$ cat src/rtl/prog_fetch_seq.sv
// prog_fetch_seq: instruction-fetch sequencer for the 9-bit multicycle processor.
// Holds a loadable program memory and a PC, issues one word per processor T0,
// supplies the mvi immediate during T1, waits for Done, stops at EndAddr and
// flags a processor that never returns Done.
//
// Ports:
//   Clock, Resetn        clock (rising edge), synchronous active-low reset
//   Load/LdAddr/LdData   program memory write port (honoured when not busy, not in error)
//   EndAddr              run stops when PC >= EndAddr (latched on Start)
//   Start                begin a run from address 0
//   Done                 processor done (same-cycle)
//   DIN, Run             instruction/immediate word and Run strobe to the processor
//   PC                   program counter register
//   Busy                 high while issuing/executing
//   Finished             one-cycle completion pulse
//   Error                sticky watchdog error
module prog_fetch_seq #(
   parameter int unsigned ADDR_W = 5,
   parameter int unsigned WDOG   = 4
) (
   input  logic              Clock,
   input  logic              Resetn,
   input  logic              Load,
   input  logic [ADDR_W-1:0] LdAddr,
   input  logic [8:0]        LdData,
   input  logic [ADDR_W:0]   EndAddr,
   input  logic              Start,
   input  logic              Done,
   output logic [8:0]        DIN,
   output logic              Run,
   output logic [ADDR_W:0]   PC,
   output logic              Busy,
   output logic              Finished,
   output logic              Error
);

   localparam int unsigned DEPTH  = 2**ADDR_W;
   localparam int unsigned WORD_W = 9;
   localparam int unsigned PC_W   = ADDR_W + 1;
   localparam int unsigned WD_W   = $clog2(WDOG);
   localparam logic [2:0]  OP_MVI = 3'b001;

   typedef enum logic [2:0] {
      S_IDLE,
      S_ISSUE,
      S_EXEC,
      S_FINISH,
      S_ERROR
   } state_t;

   state_t            state;
   logic [PC_W-1:0]   end_q;
   logic [2:0]        op_q;
   logic [WD_W-1:0]   wd_q;
   logic [WORD_W-1:0] mem [DEPTH];

   logic              ld_en;
   logic [PC_W-1:0]   pc_inc;
   logic [PC_W-1:0]   pc_done;
   logic [WORD_W-1:0] rd_first;
   logic [WORD_W-1:0] rd_inc;
   logic [WORD_W-1:0] rd_done;

   // Writes are accepted only while the sequencer is quiescent (IDLE or FINISH).
   assign ld_en = Load && ((state == S_IDLE) || (state == S_FINISH));

   // PC after the current word; mvi additionally skips its immediate on Done.
   assign pc_inc  = PC + PC_W'(1);
   assign pc_done = PC + PC_W'(op_q == OP_MVI);

   // DIN is registered, so the word for the next state is read one edge early.
   // A load to address 0 in the Start cycle is forwarded so the new word is issued.
   assign rd_first = (ld_en && (LdAddr == '0)) ? LdData : mem[0];
   assign rd_inc   = mem[pc_inc[ADDR_W-1:0]];
   assign rd_done  = mem[pc_done[ADDR_W-1:0]];

   // Program memory: synchronous write, asynchronous read, not reset.
   always_ff @(posedge Clock) begin
      if (ld_en) begin
         mem[LdAddr] <= LdData;
      end
   end

   // Sequencer FSM with registered outputs.
   always_ff @(posedge Clock) begin
      if (!Resetn) begin
         state    <= S_IDLE;
         PC       <= '0;
         end_q    <= '0;
         op_q     <= '0;
         wd_q     <= '0;
         DIN      <= '0;
         Run      <= 1'b0;
         Busy     <= 1'b0;
         Finished <= 1'b0;
         Error    <= 1'b0;
      end else begin
         Run      <= 1'b0;
         Finished <= 1'b0;
         case (state)
            S_IDLE, S_ERROR: begin
               if (Start) begin
                  end_q <= EndAddr;
                  PC    <= '0;
                  Error <= 1'b0;
                  if (EndAddr == '0) begin
                     state    <= S_FINISH;
                     Finished <= 1'b1;
                     DIN      <= '0;
                  end else begin
                     state <= S_ISSUE;
                     Run   <= 1'b1;
                     Busy  <= 1'b1;
                     DIN   <= rd_first;
                  end
               end
            end
            S_ISSUE: begin
               op_q  <= DIN[8:6];
               PC    <= pc_inc;
               wd_q  <= '0;
               DIN   <= rd_inc;
               state <= S_EXEC;
            end
            S_EXEC: begin
               if (Done) begin
                  PC <= pc_done;
                  if (pc_done >= end_q) begin
                     state    <= S_FINISH;
                     Finished <= 1'b1;
                     Busy     <= 1'b0;
                     DIN      <= '0;
                  end else begin
                     state <= S_ISSUE;
                     Run   <= 1'b1;
                     DIN   <= rd_done;
                  end
               end else begin
                  wd_q <= wd_q + WD_W'(1);
                  // The count reaches WDOG-1 on this edge.
                  if (wd_q == WD_W'(WDOG - 2)) begin
                     state <= S_ERROR;
                     Error <= 1'b1;
                     Busy  <= 1'b0;
                     DIN   <= '0;
                  end
               end
            end
            S_FINISH: begin
               state <= S_IDLE;
            end
            default: begin
               state <= S_IDLE;
               Busy  <= 1'b0;
               DIN   <= '0;
            end
         endcase
      end
   end

endmodule

$ cat config.mk
export PLATFORM = sky130hd
export DESIGN_NAME = prog_fetch_seq
export DESIGN_NICKNAME = d
export VERILOG_FILES = /design/src/rtl/prog_fetch_seq.sv
export SDC_FILE = /design/constraint.sdc
export NUM_CORES = 1
export LEC_CHECK = 0
export CAP_MARGIN = 25
export CORE_MARGIN = 5
export CORE_UTILIZATION = 33
export DETAILED_ROUTE_END_ITERATION = 8
export PLACE_DENSITY = 0.54
export SETUP_SLACK_MARGIN = 0.05
export SLEW_MARGIN = 20
export SYNTH_ARGS = -nofsm -noshare
export SYNTH_HDL_FRONTEND = slang
export SYNTH_SLANG_ARGS = --single-unit
$ cat constraint.sdc
create_clock -name Clock -period 5.1 [get_ports Clock]
set_input_delay 1.275 -clock Clock [delete_from_list [all_inputs] [get_ports Clock]]
set_output_delay 1.275 -clock Clock [all_outputs]
set_load 0.02 [all_outputs]
==> metrics.cfg <==
[worst_setup_path]
crit_slowest_cell=nor3b_1
cpPeakStageDelay_ns=0.51
endpoint_kind=flip-flop
required_ns=5.55
critPathKind=flip-flop to flip-flop
r2r_slack_ns=1.51
crit_start=op_q[2]
cp_max_fo=28
crit_chain=nor3b_1 -> ha_4 -> ha_4 -> xnor2_2 -> buf_4 -> inv_2 -> ha_1 -> a41o_1 -> a21oi_1 -> o21a_1 -> and3_1 -> o211ai_1 -> o211ai_1
r2r_start=op_q[2]
arrival_ns=4.03
critPathLaunchType=flip-flop

[pwr]
leakagePower_nw=5.70
peakVddDrop_mv=0.221
p_per_area_nw_per_um2=360
p_total_w=0.00654

[cts]
cts_hold_buf=0
path_clk_slew_ns=0.06
cts_tree=done
cts_made_buffers=36
post_cts_resize_count=0
postCtsSetupRepairBufs=0
root_buffer=clkbuf_16
cts.path.max_buffers=3
htreeDepth=2
insertion_delay_ns=0.53
clock_sinks=321

[global_routing]
grt_pass1_wl_mm=71.0
grt.total_usage_pct=18.0
grt_overflow_total=0
grt_max_degree=38
antenna_found_initial=0
grt_pass1_vias=10200

[min_path]
worstHoldPathType=flip-flop to flip-flop
min_from=op_q[0]

[final_layout]
syn2layout_area_growth_pct=14.9
fillers=4480
diodes=0
drive_gt1_share_pct=17.7
layout.nets=1215

[flow_run]
maxCapViolations=0

[synth]
synth_area_leaders=edfxtp_1, mux4_2, mux2i_1, dfxtp_1, nand3_1
yosysTopAreaCellShare_pct=54.6
ys.flop_type=edfxtp_1
synth.net_count=1177
synth-seq-area-share_pct=58.8
avgSynthCellArea_um2=13.9
yosysWarnings=0
synth_area_um2=15800
async_reset_ff_share_pct=0
synth.distinct_cells=61
synth_cells=1141
synth.most_common_cell=edfxtp_1
ys_ff_latch=321
synth_common_cells=edfxtp_1, mux2i_1, nand3_1, nand2_1, mux4_2
synth_edf_count=288
synth_top_area_cell=edfxtp_1

[sta]
min_period_ns=3.59
hold_viol=0
fmax_ghz=0.279
relSlewSlack_pct=28.9
drv_slew=0
finalCritPeriodShare_pct=70.3
timing.setup.tns_ns=0
rsz0062_at_grt=false
setup_viol=0
worst_slew_pin_slew_ns=1.06
finClkSkew_ns=0.0307

[drt]
ant_nets=0
wirelength_mm=48.7
via_per_inst=5.84
post_drt_wl_per_cell_um=26.7
drtIter0Drc=1155
via_count=10600
drt-pass1-iter-count=5
drcViolationCount=0

[run_status]
run_status=complete, no violations

[die]
ios=44
coreArea_um2=47600
start_util_pct=33.2
die_y_um=229
die_w_um=229
die-area_um2=52500
row_count=80

[place]
dpl.hpwl_mm=33.3
io_buffer_count=43
place_congestion=0.888

-- cell type report --
type / count / area (um^2) / share of cell area (%)
inverters: 18 / 67.6 / 0.371
repair buffers: 80 / 741 / 4.07
clock inverters: 19 / 190 / 1.05
well taps: 615 / 769 / 4.23
multi-input cells: 722 / 6140 / 33.7
clock buffers: 47 / 972 / 5.35
flip-flops and latches: 321 / 9310 / 51.2
-- power breakdown --
part / switching [W] / internal [W] / total (W)
logic: 0.000619 / 0.000444 / 0.00106
clock network: 0.00108 / 0.00147 / 0.00254
registers: 0.0000387 / 0.00290 / 0.00294
-- per-stage QoR --
stage          util, %  worst slack, ns  std cells  hold WS, ns  cell area [um^2]
3_3_place_gp      35.7             1.11       1754        0.444             17000
6_report          38.2             1.51       1822        0.454             18200
2_1_floorplan        -             2.01       1141        0.432             15800
3_5_place_dp      35.7             1.05       1756        0.446             17000
4_1_cts           38.2             1.51       1822        0.455             18200
5_1_grt           38.2             1.31       1822        0.479             18200
-- cells in the final DEF, fill, tap and decap left out, types with 18 or more instances in the layout --
cell type / instances
nand4_1: 18
mux2_2: 29
clkdlybuf4s50_1: 43
buf_4: 32
nor3_1: 22
edfxtp_1: 288
o211ai_1: 19
mux4_2: 76
a21oi_1: 28
nand2_1: 77
clkbuf_16: 36
nand3_1: 95
nor2_1: 75
dfxtp_1: 32
o22ai_1: 27
mux2i_1: 110
a22o_1: 19
-- final timing paths --
kind	to	depth (start not counted)
worst min register to register	op_q[0]	2
worst min-delay path	op_q[0]	2
worst max-delay path	DIN[8]	13
worst max register to register	DIN[8]	13
-- sequential cells by signal, indices dropped and copies added (netlist names) --
signal,cells
state,3
Error,1
wd_q,2
end_q,6
Finished,1
Busy,1
DIN,9
PC,6
mem,288
op_q,3
Run,1
-- critical path, delay by kind of cell (launching register included) --
family | cells | cell delay [ns]
compound gates | 5 | 0.98
buf+inv | 2 | 0.48
fa+ha+maj | 3 | 0.61
simple gates | 2 | 1.00
flops | 1 | 0.31
xor+xnor | 1 | 0.12
-- metal layers --
layer	track usage, %	wire length (um)	up-vias
li1	-	-	4605
met1	26.2	20900	5410
met2	28.4	22300	534
met3	2.82	4290	83
met4	4.32	1220	0
met5	0	0	-
-- kinds of logic (layout without fill, tap and decap cells) --
family          Yosys count  in the layout  share of synthesized area [%]
buf+inv                  98            164                           2.73
xor+xnor                 11             11                          0.703
mux                     222            222                           20.3
compound gates          156            156                           6.95
fa+ha+maj                11             11                          0.869
simple gates            322            322                           9.63
flops                   321            321                           58.8
Power figures use the tool's default switching activity.
